<file path="config.mk">
export PLATFORM = sky130hd
export DESIGN_NAME = wb_mem_arbiter
export DESIGN_NICKNAME = d
export VERILOG_FILES = /design/src/rtl/processorci_bus_pkg.sv /design/src/rtl/wb_mem_arbiter.sv
export SDC_FILE = /design/constraint.sdc
export NUM_CORES = 1
export LEC_CHECK = 0
export ABC_AREA = 1
export BUFFER_PORTS_ARGS = -buffer_cell sky130_fd_sc_hd__buf_4
export CAP_MARGIN = 20
export CORE_AREA = 2 2 118 120
export CTS_CLUSTER_DIAMETER = 60
export DETAILED_ROUTE_END_ITERATION = 8
export DIE_AREA = 0 0 120 122
export PLACE_DENSITY_LB_ADDON = 0.25
export RECOVER_POWER = 100
export SYNTH_ARGS = -nofsm -noshare
export SYNTH_HDL_FRONTEND = slang
export SYNTH_SLANG_ARGS = --single-unit
</file>
<file path="constraint.sdc">
create_clock -name clk -period 2.65 [get_ports clk]
set_input_delay 0.1325 -clock clk [delete_from_list [all_inputs] [get_ports clk]]
set_output_delay 0.1325 -clock clk [all_outputs]
set_load 0.01 [all_outputs]
</file>
<file path="src/rtl/processorci_bus_pkg.sv">
// Shared bus definitions for the processor's Wishbone interconnect: arbiter
// state encoding, default widths and counter sizing.
package processorci_bus_pkg;

  typedef enum logic [1:0] {
    IDLE = 2'd0,
    GNT0 = 2'd1,
    GNT1 = 2'd2
  } arb_state_t;

  localparam int DEFAULT_ADDR_WIDTH     = 32;
  localparam int DEFAULT_DATA_WIDTH     = 32;
  localparam int DEFAULT_TIMEOUT_CYCLES = 1024;

  // A disabled timeout (0) still needs a legal one-bit counter.
  function automatic int timeout_cnt_width(input int timeout_cycles);
    return (timeout_cycles > 0) ? $clog2(timeout_cycles + 1) : 1;
  endfunction

endpackage

</file>
<file path="src/rtl/wb_mem_arbiter.sv">
// Two-master (instruction/data) Wishbone arbiter onto one memory slave:
// round-robin on ties, single-beat transfers, per-grant ack timeout.
module wb_mem_arbiter
  import processorci_bus_pkg::*;
#(
  parameter int ADDR_WIDTH     = DEFAULT_ADDR_WIDTH,
  parameter int DATA_WIDTH     = DEFAULT_DATA_WIDTH,
  parameter int TIMEOUT_CYCLES = DEFAULT_TIMEOUT_CYCLES
) (
  input  logic                  clk,
  input  logic                  rst,

  input  logic                  m0_cyc_i,
  input  logic                  m0_stb_i,
  input  logic                  m0_we_i,
  input  logic [ADDR_WIDTH-1:0] m0_addr_i,
  input  logic [DATA_WIDTH-1:0] m0_data_i,
  output logic [DATA_WIDTH-1:0] m0_data_o,
  output logic                  m0_ack_o,
  output logic                  m0_err_o,

  input  logic                  m1_cyc_i,
  input  logic                  m1_stb_i,
  input  logic                  m1_we_i,
  input  logic [ADDR_WIDTH-1:0] m1_addr_i,
  input  logic [DATA_WIDTH-1:0] m1_data_i,
  output logic [DATA_WIDTH-1:0] m1_data_o,
  output logic                  m1_ack_o,
  output logic                  m1_err_o,

  output logic                  s_cyc_o,
  output logic                  s_stb_o,
  output logic                  s_we_o,
  output logic [ADDR_WIDTH-1:0] s_addr_o,
  output logic [DATA_WIDTH-1:0] s_data_o,
  input  logic [DATA_WIDTH-1:0] s_data_i,
  input  logic                  s_ack_i,

  output logic [1:0]            grant_o
);

  localparam int CNT_W = timeout_cnt_width(TIMEOUT_CYCLES);

  arb_state_t       r_state;
  logic             r_last_grant;
  logic [CNT_W-1:0] r_cnt;

  logic w_req0, w_req1;
  logic w_gnt0, w_gnt1;
  logic w_sel_cyc;
  logic w_cnt_hit;
  logic w_timeout;
  logic w_done;

  assign w_req0    = m0_cyc_i & m0_stb_i;
  assign w_req1    = m1_cyc_i & m1_stb_i;
  assign w_gnt0    = (r_state == GNT0);
  assign w_gnt1    = (r_state == GNT1);
  assign w_sel_cyc = (w_gnt0 & m0_cyc_i) | (w_gnt1 & m1_cyc_i);

  generate
    if (TIMEOUT_CYCLES > 0) begin : g_timeout
      assign w_cnt_hit = (r_cnt == CNT_W'(TIMEOUT_CYCLES - 1));
    end else begin : g_no_timeout
      assign w_cnt_hit = 1'b0;
    end
  endgenerate

  // Ack beats a coincident timeout; either one ends the current grant.
  assign w_timeout = w_sel_cyc & ~s_ack_i & w_cnt_hit;
  assign w_done    = w_sel_cyc & (s_ack_i | w_cnt_hit);

  // NOTE: sequential state uses non-blocking assignments so every register
  // samples the pre-edge values, independent of statement order.
  always_ff @(posedge clk or posedge rst) begin
    if (rst) begin
      r_state      <= IDLE;
      r_last_grant <= 1'b1;
      r_cnt        <= '0;
    end else begin
      case (r_state)
        IDLE: begin
          r_cnt <= '0;
          if (w_req0 && (!w_req1 || r_last_grant)) begin
            r_state <= GNT0;
          end else if (w_req1) begin
            r_state <= GNT1;
          end
        end
        GNT0, GNT1: begin
          if (!w_sel_cyc) begin
            r_state <= IDLE;
            r_cnt   <= '0;
          end else if (w_done) begin
            r_last_grant <= w_gnt1;
            r_cnt        <= '0;
            if (w_gnt0 && w_req1) begin
              r_state <= GNT1;
            end else if (w_gnt1 && w_req0) begin
              r_state <= GNT0;
            end else begin
              r_state <= IDLE;
            end
          end else if (TIMEOUT_CYCLES > 0) begin
            r_cnt <= r_cnt + 1'b1;
          end
        end
        default: r_state <= IDLE;
      endcase
    end
  end

  // NOTE: every output is given a default first so no path infers a latch.
  always_comb begin
    s_stb_o  = 1'b0;
    s_we_o   = 1'b0;
    s_addr_o = '0;
    s_data_o = '0;
    if (w_gnt0) begin
      s_stb_o  = m0_stb_i;
      s_we_o   = m0_we_i;
      s_addr_o = m0_addr_i;
      s_data_o = m0_data_i;
    end else if (w_gnt1) begin
      s_stb_o  = m1_stb_i;
      s_we_o   = m1_we_i;
      s_addr_o = m1_addr_i;
      s_data_o = m1_data_i;
    end
  end

  assign s_cyc_o   = w_sel_cyc;
  assign grant_o   = {w_gnt1, w_gnt0};

  assign m0_ack_o  = s_ack_i & w_gnt0 & m0_cyc_i;
  assign m1_ack_o  = s_ack_i & w_gnt1 & m1_cyc_i;
  assign m0_err_o  = w_timeout & w_gnt0;
  assign m1_err_o  = w_timeout & w_gnt1;

  // Read data is shared, but held at zero while reset is asserted.
  assign m0_data_o = rst ? '0 : s_data_i;
  assign m1_data_o = rst ? '0 : s_data_i;

endmodule

</file>
==> results of run 1 <==
## layout by cell type, fill, tap and decap left out, types with 3 or more instances in the layout
cell type,synthesis,final
buf_4,34,177
clkbuf_1,12,132
clkbuf_16,0,3
dfrtp_1,13,13
ha_1,5,4
inv_1,50,49
nand2_1,173,174
nand3_1,78,79
nor2_1,43,45
nor2_2,9,7
o21ai_0,3,3
xor2_1,4,4
## flip-flops by register name (all words and copies together) (netlist names)
signal,flops
r_state,2
r_cnt,11
r_last_grant,1
## power by group through the flow
stage	sequential [mW]	clock, mW	combinational, mW
6_report	0.247	0.320	1.52
5_1_grt	0.250	0.332	1.69
4_1_cts	0.247	0.328	1.85
3_5_place_dp	0.250	0	1.84
3_3_place_gp	0.250	0	1.85
2_1_floorplan	0.246	0	0.949
## area by class of cell
cell class	instances	area (um^2)
clock buffers	4	88.8
fillers	1658	9350
inverters	52	198
multi-input cells	328	1450
flip-flops and latches	14	352
well taps	180	225
repair buffers	310	1840
## metal layers
layer | part of all wire [%] | GRT usage, % | vias up
met2 | 52 | 24.4 | 146
li1 | - | - | 1858
met4 | 0.84 | 3.09 | 0
met3 | 7.3 | 2.01 | 5
met1 | 40 | 15.1 | 1495
met5 | 0 | 0 | -
## cells in the mapped netlist, types with 2 or more instances
cell type / n
nor2_1: 43
inv_1: 50
nand3_1: 78
clkbuf_1: 12
nand2_1: 173
nor3_1: 2
nor4_1: 2
nand2_2: 2
dfrtp_1: 13
nand4_1: 2
o21ai_0: 3
buf_2: 11
buf_1: 3
buf_4: 34
nor2_2: 9
ha_1: 5
xor2_1: 4
## critical path, delay by kind of cell, from the launching register on
kind            cells  cell delay, ns
simple gates        4            0.73
compound gates      1            0.46
fa+ha+maj           1            0.44
flops               1            0.42
buf+inv             2            0.19
## cells by family after synthesis
kind of cell,Yosys count
simple gates,314
flops,14
buf+inv,112
compound gates,4
xor+xnor,5
fa+ha+maj,5
## through the flow
| step | area (um^2) | hold WS (ns) | util [%] | total power [mW] |
|---|---|---|---|---|
| after detailed placement | 4590 | 0.404 | 34.0 | 2.09 |
| after global routing | 4160 | 0.389 | 30.8 | 2.27 |
| after floorplan | 2390 | 0.319 | - | 1.19 |
| after CTS | 4680 | 0.140 | 34.7 | 2.42 |
| after global placement | 4590 | 0.404 | 34.0 | 2.10 |
| final | 4160 | 0.320 | 30.8 | 2.09 |
## worst min path at each step
stage	end	slack (ns)	from
after floorplan	m0_err_o	0.32	s_ack_i
after global placement	r_cnt[7]	0.40	rst
after detailed placement	r_cnt[7]	0.40	rst
after CTS	r_cnt[7]	0.14	rst
after global routing	r_state[0]	0.39	m1_cyc_i
final	r_last_grant	0.32	s_ack_i
==> metrics.md, run 1 <==
| Metric | Value |
|---|---|
| Reg2reg path depth | `8` |
| CP Cell Sequence | `inv_1, ha_2, nand2_1, a21boi_0, nand3_1, nand2_2, inv_4, nor2_1` |
| Simple-gate portion of the synthesized area | `55.8%` |
| Asr flop ratio synth | `100%` |
| Slew Limit Headroom | `10.9%` |
| Complex-gate fraction of the synthesized area | `1.42%` |
| Final hold vios | `0` |
| Slew @ Worst Pin | `1.34 ns` |
| Worst vdd ir | `0.000255 V` |
| CTS clock-pin slew for the worst setup and hold paths | `0.05 ns` |
| Vias per cell | `3.95` |
| Combinational family with the most area after synthesis | `simple AND/OR/NAND/NOR gates` |
| Via count | `3504` |
| Global route overflow | `0` |
| TritonCTS Buffers | `3` |
| Final period utilization | `86.8%` |
| Net Sw Frac | `50.9%` |
| Syn_nets | `628` |
| Synthesized area | `0.00239 mm^2` |
| Crit path largest cell delay | `0.46 ns` |
| Post-CTS Resized | `0` |
| Die Y | `122 um` |
| Crit Path Category | `reg2reg` |
| Max cap viols | `0` |
| Synth area leader | `nand2_1` |
| Fin nets | `883` |
| Synth Area in Adders | `2.62%` |
| First-pass GRT wire length | `15400 um` |
| Sequential Power Share | `11.9%` |
| Cell-internal power | `1.02 mW` |
| Proportion of synthesized area in mux cells | `0%` |
| Worst reg2reg setup slack | `0.35 ns` |
| Core Area | `0.0135 mm^2` |
| Worst Setup SP | `r_state[0]` |
| Root buf cell | `clkbuf_16` |
| Final setup viols | `0` |
| Setup bufs post-CTS | `0` |
| Residual DRC | `0` |
| Reg2reg end | `r_cnt[10]` |
| Setup crit end kind | `flip-flop` |
| Die X | `120 um` |
| Post-DP HPWL | `8910 um` |
| Dpl ws | `0.741 ns` |
| P per Cell Area | `502 mW/mm^2` |
| Port bufs | `305` |
| Crit path to | `r_cnt[10]` |
| Clk_skew | `0.000896 ns` |
| CP Launch Type | `flip-flop` |
| Die area | `0.0146 mm^2` |
| Share of layout cells above drive strength 1 | `27.8%` |
| Count of final max-slew check failures | `0` |
| Drt wl/cell | `12.1 um` |
| Synth warnings | `0` |
| Static Leak | `2.29 nW` |
| CTS tree | `built` |
| Post-synthesis sequential area ratio | `14.7%` |
| FF+latch count, synth | `14` |
| Synth top area cells | `nand2_1 27%, nand3_1 16%, dfrtp_1 14%` |
| Data arrival, critical path | `2.48 ns` |
| Number of synthesized flops with an enable pin | `0` |
| Initial antenna violation count | `0` |
| Initial detailed-routing violation count | `177` |
| Top-Level Pins | `306` |
| GPL Wtd Cong | `0.715` |
| Min-delay worst type | `in2reg` |
| TritonRoute pass-1 iters | `4` |
| Worst-Skew Late Latency | `0.24 ns` |
| WP data required | `2.83 ns` |
| Most used flip-flop cell after synthesis | `dfrtp_1` |
| CTS sink count | `14` |
| H-tree depth | `1` |
| RSZ-0062 raised after global routing | `false` |
| Critical-path maximum fanout | `19` |
| Yosys top cell area share | `27.2%` |
| Antenna Nets Post-Route | `0` |
| Largest net degree at the start of global routing | `53` |
| Reg2reg start | `r_state[0]` |
| Post-Layout Cell Count | `888` |
| Effective utilization at floorplan | `17.7%` |
| Fin crit period | `2.30 ns` |
| Placed cell count | `884` |
| Area growth from synthesis to layout | `74.2%` |
| Row cnt | `43` |
| TNS Setup | `0 ns` |
| Total Wirelength | `10800 um` |
| Critical path's slowest cell | `a21boi_0` |
| Number of global-route vias before repair | `2961` |
| Max Clk Rate | `435 MHz` |
| Netlist cell types | `25` |
| Number of diodes | `0` |
| Synth Instances | `454` |
| GRT Resource Usage Total | `12.9%` |
| Post-synthesis area per instance | `5.26 um^2` |
| Clock share of power | `15.3%` |
| Hold-fix buffers at CTS | `0` |
| Logic pwr share | `72.8%` |
| Hold Path Depth | `6` |
| Clock tree buffer depth | `2` |
| NetSw | `1.06 mW` |
| Synth Area in XOR/XNOR | `1.83%` |
| Run status | `finished clean` |
| Final Worst Setup Slack | `0.349 ns` |
(Power assumes the default switching activity.)
==> run 2, diff against run 1 <==
ABC_AREA = default   (was 1)
CORE_AREA = 2 2 120 122   (was 2 2 118 120)
DIE_AREA = 0 0 122 124   (was 0 0 120 122)
==> run 2 against run 1 <==
  * Wire length grew 34%
  * Flip-flop and latch count stayed put
  * Critical path type is now reg2out
  * Largest cell class unchanged
  * Largest power group unchanged
  * Count of clock-buffer cells in the layout unchanged
  * Synthesized cell count down 45%
  * Non-clock buffer count stayed put
  * Critical endpoint is now s_data_o[20]
  * Cell area is 7.8% lower
  * Combinational power is 36% higher
  * Via count down 14%
  * Synthesized area down 15%
==> metrics.md, run 2 <==
| Metric | Value |
|---|---|
| Worst vdd ir | `0.000522 V (+100%)` |
| Residual DRC | `0 (unchanged)` |
| Port bufs | `305 (unchanged)` |
| Area growth from synthesis to layout | `89.1%` |
| Dpl cell area | `0.00426 mm^2 (-7.3%)` |
| Synth top cells by count | `65 x a22o_1, 34 x buf_4, 32 x nor2b_1` |
| Row cnt | `43 (unchanged)` |
| Top reg by flops | `r_cnt` |
| Synthesized area | `0.00203 mm^2 (-15%)` |
| CP Launch Type | `flip-flop` |
| WP data required | `2.52 ns (-0.31 ns)` |
| Asr flop ratio synth | `100% (unchanged)` |
| Number of global-route vias before repair | `2990 (+0.98%)` |
| Post-DP HPWL | `12700 um (+43%)` |
| Most used flip-flop cell after synthesis | `dfrtp_1` |
| Synth area leader | `a22o_1` |
| Antenna Nets Post-Route | `0 (unchanged)` |
| GRT Resource Usage Total | `17.0% (+4.1 points)` |
| Number of synthesized flops with an enable pin | `0 (unchanged)` |
| Clock tree buffer depth | `2 (unchanged)` |
| Via count | `3027 (-14%)` |
| Netlist cell types | `44 (+76%)` |
| NetSw | `1.37 mW (+29%)` |
| Initial antenna violation count | `0 (unchanged)` |
| Synth top area cells | `a22o_1 28%, dfrtp_1 16%, buf_4 13%` |
| Max cap viols | `0 (unchanged)` |
| Net Sw Frac | `52.3% (+1.5 points)` |
| Setup crit end kind | `primary output` |
| Post-route cell area | `0.00383 mm^2 (-7.8%)` |
| Hold-fix buffers at CTS | `0 (unchanged)` |
| Vias per cell | `4.39 (+11%)` |
| Clock share of power | `11.1% (-4.2 points)` |
| Initial detailed-routing violation count | `174 (-1.7%)` |
| FF+latch count, synth | `14 (unchanged)` |
| Total Wirelength | `14400 um (+34%)` |
| Top-Level Pins | `306 (unchanged)` |
| Slew Limit Headroom | `16.1% (+5.2 points)` |
| Most common cell in the netlist | `a22o_1` |
| Final setup viols | `0 (unchanged)` |
| Drt wl/cell | `20.9 um (+72%)` |
| Max Clk Rate | `405 MHz (-6.9%)` |
| Setup bufs post-CTS | `0 (unchanged)` |
| Core Area | `0.0137 mm^2 (+1.6%)` |
| Logic pwr share | `79.0% (+6.2 points)` |
| Most common cell after layout, fill and taps aside | `buf_4` |
| Final hold vios | `0 (unchanged)` |
| Fin crit period | `2.47 ns (+0.169 ns)` |
| Run status | `finished clean` |
| CTS clock-pin slew for the worst setup and hold paths | `0.05 ns (about the same)` |
| Max FFs per register | `11 (unchanged)` |
| Static Leak | `1.78 nW (-22%)` |
| Cell-internal power | `1.25 mW (+22%)` |
| Count of final max-slew check failures | `0 (unchanged)` |
| Slew @ Worst Pin | `1.26 ns (-0.0784 ns)` |
| Post-Layout Cell Count | `690 (-22%)` |
| Min-delay worst type | `in2reg` |
| Yosys top cell area share | `28.1% (+0.89 points)` |
| RSZ-0062 raised after global routing | `false` |
| CTS tree | `built` |
| P per Cell Area | `684 mW/mm^2 (+36%)` |
| Top Registers | `r_cnt x11, r_state x2, r_last_grant x1` |
| Critical-path maximum fanout | `17 (-2)` |
| Crit Path Category | `reg2out` |
| H-tree depth | `1 (unchanged)` |
| GPL Wtd Cong | `0.832 (+16%)` |
| Effective utilization at floorplan | `14.8% (-2.9 points)` |
| Die area | `0.0151 mm^2 (+3.3%)` |
| Die Y | `124 um (+1.6%)` |
| Syn_nets | `423 (-33%)` |
| CTS sink count | `14 (unchanged)` |
| Data arrival, critical path | `2.34 ns (-0.14 ns)` |
| Synth Instances | `249 (-45%)` |
| Share of layout cells above drive strength 1 | `37.7% (+9.9 points)` |
| Fin nets | `684 (-23%)` |
| TritonRoute pass-1 iters | `4 (unchanged)` |
| Post-CTS Resized | `0 (unchanged)` |
| TNS Setup | `0 ns (unchanged)` |
| First-pass GRT wire length | `18600 um (+21%)` |
| Most frequent cells in the layout | `178 x buf_4, 131 x clkbuf_1, 65 x a22o_1` |
| Worst-Skew Late Latency | `0.24 ns (about the same)` |
| TritonCTS Buffers | `3 (unchanged)` |
| Sequential Power Share | `9.9% (-2.0 points)` |
| Root buf cell | `clkbuf_16` |
| FILL cells | `1599 (-3.6%)` |
| Post-synthesis area per instance | `8.14 um^2 (+55%)` |
| Final period utilization | `93.2% (+6.4 points)` |
| Final Core Density | `27.9% (-2.8 points)` |
| Synth warnings | `0 (unchanged)` |
| Clk_skew | `0.00313 ns (+0.00224 ns)` |
| Die X | `122 um (+1.7%)` |
| Global route overflow | `0 (unchanged)` |
| Post-synthesis sequential area ratio | `17.3% (+2.6 points)` |
| Largest net degree at the start of global routing | `46 (-13%)` |
| Placed cell count | `685 (-23%)` |
[run 2: worst max-delay path: stages, from the launching register on]
cell and delay [ns]:
dfrtp_1 0.41, inv_1 0.10, ha_1 0.31, inv_1 0.13, nor2_4 0.40, buf_4 0.27, a22o_1 0.27, clkbuf_1 0.19
[run 2: cell type report]
| cell class | instances | area [um^2] | area share (%) |
|---|---|---|---|
| diodes | 1 | 2.50 | 0.0653 |
| clock buffers | 4 | 78.8 | 2.06 |
| inverters | 9 | 33.8 | 0.881 |
| multi-input cells | 172 | 1290 | 33.7 |
| flip-flops and latches | 14 | 352 | 9.17 |
| well taps | 180 | 225 | 5.87 |
| repair buffers | 310 | 1850 | 48.2 |
[run 2: kinds of logic after synthesis]
family / Yosys count / share of synthesized area, %
AO/OA/AOI/OAI: 82 / 34.4
XOR/XNOR: 7 / 3.02
adder cells (fa/ha/maj): 5 / 3.09
buffers and inverters: 63 / 18.7
flip-flops: 14 / 17.3
multiplexers: 2 / 1.11
AND/OR/NAND/NOR: 76 / 22.3
[run 2: power by group through the flow]
stage | combinational, mW | sequential [mW] | clock, mW
after floorplan | 1.13 | 0.257 | 0
after global placement | 2.45 | 0.262 | 0
after detailed placement | 2.45 | 0.263 | 0
after CTS | 2.47 | 0.260 | 0.298
after global routing | 2.24 | 0.264 | 0.309
final | 2.07 | 0.260 | 0.290
[run 2: metal layers]
layer	GRT usage, %	routed length [um]	share of wire, %	up-vias
met5	0	0	0	-
met4	4.02	217	1.5	0
met3	8.33	2210	15	13
met2	27.0	6740	47	193
met1	20.6	5240	36	1420
li1	-	-	-	1401
[run 2: stage by stage]
step | worst slack (ns) | hold slack, ns | power, mW
finish | 0.179 | 0.285 | 2.62
global route | 0.0719 | 0.329 | 2.81
CTS | 0.182 | 0.137 | 3.03
detailed placement | 0.448 | 0.399 | 2.71
global placement | 0.505 | 0.385 | 2.71
floorplan | 0.910 | 0.235 | 1.39
[run 2: worst paths after layout]
check | start | to | cells past startpoint | slack, ns
max in group asynchronous | rst | r_cnt[10] | 2 | 1.67
max reg2reg | r_state[0] | r_state[1] | 7 | 0.50
min | s_ack_i | r_cnt[1] | 3 | 0.28
min reg2reg | r_cnt[10] | r_cnt[10] | 2 | 0.55
min in group asynchronous | rst | r_cnt[1] | 2 | 0.59
max | r_state[0] | s_data_o[20] | 7 | 0.18
==> run 3, diff against run 2 <==
MAX_ROUTING_LAYER = met4   (was default)
==> run 3 against run 2 <==
  * Count of clock-buffer cells in the layout is the same
  * Utilization is essentially flat
  * First-iteration DRC count shrank 2.9%
  * Register-to-register slack is essentially flat
  * Critical endpoint is now s_data_o[19]
  * Largest power group unchanged
==> metrics.md, run 3 (same netlist as run 2, synthesis figures left out) <==
| Metric | Value |
|---|---|
| Number of diodes | `0 (-1)` |
| Global route overflow | `0 (unchanged)` |
| Clock tree buffer depth | `2 (unchanged)` |
| Dpl cell area | `0.00426 mm^2 (unchanged)` |
| Final Core Density | `27.9% (about the same)` |
| Slew Limit Headroom | `15.8% (-0.30 points)` |
| Largest net degree at the start of global routing | `46 (unchanged)` |
| WHS | `0.289 ns (+0.00474 ns)` |
| Worst reg2reg setup slack | `0.49 ns (about the same)` |
| H-tree depth | `1 (unchanged)` |
| GRT Resource Usage Total | `17.5% (+0.49 points)` |
| Area growth from synthesis to layout | `89.0% (about the same)` |
| Max FFs per register | `11 (unchanged)` |
| Min-delay worst type | `in2reg` |
| Via count | `3040 (+0.43%)` |
| Post-layout power | `2.63 mW (+0.30%)` |
| TNS Setup | `0 ns (unchanged)` |
| Root buf cell | `clkbuf_16` |
| Core Area | `0.0137 mm^2 (unchanged)` |
| GPL Wtd Cong | `0.845 (+1.5%)` |
| CTS sink count | `14 (unchanged)` |
| Post-CTS Resized | `0 (unchanged)` |
| Max Clk Rate | `404 MHz (-0.17%)` |
| Hold-fix buffers at CTS | `0 (unchanged)` |
| Worst-Skew Late Latency | `0.24 ns (about the same)` |
| First-pass GRT wire length | `18700 um (+0.37%)` |
| Port bufs | `305 (unchanged)` |
| Die Y | `124 um (unchanged)` |
| Effective utilization at floorplan | `14.8% (unchanged)` |
| TritonRoute pass-1 iters | `4 (unchanged)` |
| Final setup viols | `0 (unchanged)` |
| CTS clock-pin slew for the worst setup and hold paths | `0.05 ns (about the same)` |
| CP Launch Type | `flip-flop` |
| Antenna Nets Post-Route | `0 (unchanged)` |
| Fin crit period | `2.48 ns (+0.00428 ns)` |
| Final hold vios | `0 (unchanged)` |
| Total Wirelength | `14400 um (+0.20%)` |
| Fin nets | `684 (unchanged)` |
| Critical-path maximum fanout | `17 (unchanged)` |
| Residual DRC | `0 (unchanged)` |
| Initial detailed-routing violation count | `169 (-2.9%)` |
| RSZ-0062 raised after global routing | `false` |
| Vias per cell | `4.41 (+0.58%)` |
| Initial antenna violation count | `0 (unchanged)` |
| WP data required | `2.52 ns (about the same)` |
| Setup crit end kind | `primary output` |
| Run status | `finished clean` |
| CTS tree | `built` |
| Worst vdd ir | `0.000521 V (-0.14%)` |
| Setup bufs post-CTS | `0 (unchanged)` |
| Count of final max-slew check failures | `0 (unchanged)` |
| Top-Level Pins | `306 (unchanged)` |
| Die area | `0.0151 mm^2 (unchanged)` |
| P per Cell Area | `687 mW/mm^2 (+0.37%)` |
| Clk_skew | `0.00325 ns (+0.000118 ns)` |
| Post-route cell area | `0.00383 mm^2 (about the same)` |
| Row cnt | `43 (unchanged)` |
| Share of layout cells above drive strength 1 | `37.7% (unchanged)` |
| Post-DP HPWL | `12700 um (unchanged)` |
| Data arrival, critical path | `2.34 ns (about the same)` |
| Drt wl/cell | `20.9 um (+0.35%)` |
| Crit Path Category | `reg2out` |
| Most common cell after layout, fill and taps aside | `buf_4` |
| Static Leak | `1.78 nW (about the same)` |
| Number of global-route vias before repair | `2985 (-0.17%)` |
| Top reg by flops | `r_cnt` |
| TritonCTS Buffers | `3 (unchanged)` |
| Die X | `122 um (unchanged)` |
| Top Registers | `r_cnt x11, r_state x2, r_last_grant x1` |
| Slew @ Worst Pin | `1.26 ns (+0.00444 ns)` |
| Most frequent cells in the layout | `178 x buf_4, 131 x clkbuf_1, 65 x a22o_1` |
| Final period utilization | `93.4% (+0.16 points)` |
| Max cap viols | `0 (unchanged)` |
-- run 3: cell count changes in the layout (fill, tap and decap cells not counted) --
| cell | change |
|---|---|
| diode_2 | -1 |
-- run 3: cell type report --
| class | instances | area (um^2) |
|---|---|---|
| clock buffers | 4 | 78.8 |
| fillers | 1598 | 9890 |
| inverters | 9 | 33.8 |
| multi-input cells | 172 | 1290 |
| flip-flops and latches | 14 | 352 |
| well taps | 180 | 225 |
| repair buffers | 310 | 1850 |
-- run 3: stage by stage --
step / setup WS (ns) / instances
floorplan: 0.910 / 249
global placement: 0.505 / 685
detailed placement: 0.448 / 685
CTS: 0.182 / 689
global route: 0.0794 / 689
finish: 0.175 / 689
-- run 3: where the power goes --
part           internal (mW)  leakage, nW  switching, mW  total (mW)
registers              0.239        0.191         0.0210       0.260
clock network          0.203       0.0382         0.0871       0.290
logic                  0.808         1.55           1.27        2.08
-- run 3: metal layers --
layer | global-route usage (%) | routed length (um) | vias to the layer above
met3 | 6.91 | 2070 | 11
met5 | - | 0 | -
met4 | 3.02 | 135 | 0
met1 | 21.6 | 5390 | 1429
met2 | 27.3 | 6840 | 202
li1 | - | - | 1398
-- run 3: critical path: stages (launching register included) --
cell	delay, ns
dfrtp_1	0.41
inv_1	0.10
ha_1	0.30
inv_1	0.13
nor2_4	0.40
buf_4	0.28
a22o_1	0.28
clkbuf_1	0.20
-- run 3: path summary, 6_finish.rpt --
| path | startpoint | to | cells past startpoint |
|---|---|---|---|
| max | r_state[0] | s_data_o[19] | 7 |
| min reg2reg | r_cnt[10] | r_cnt[10] | 2 |
| min in group asynchronous | rst | r_cnt[1] | 2 |
| max reg2reg | r_state[0] | r_state[1] | 7 |
| max in group asynchronous | rst | r_cnt[10] | 2 |
| min | s_ack_i | r_cnt[1] | 3 |
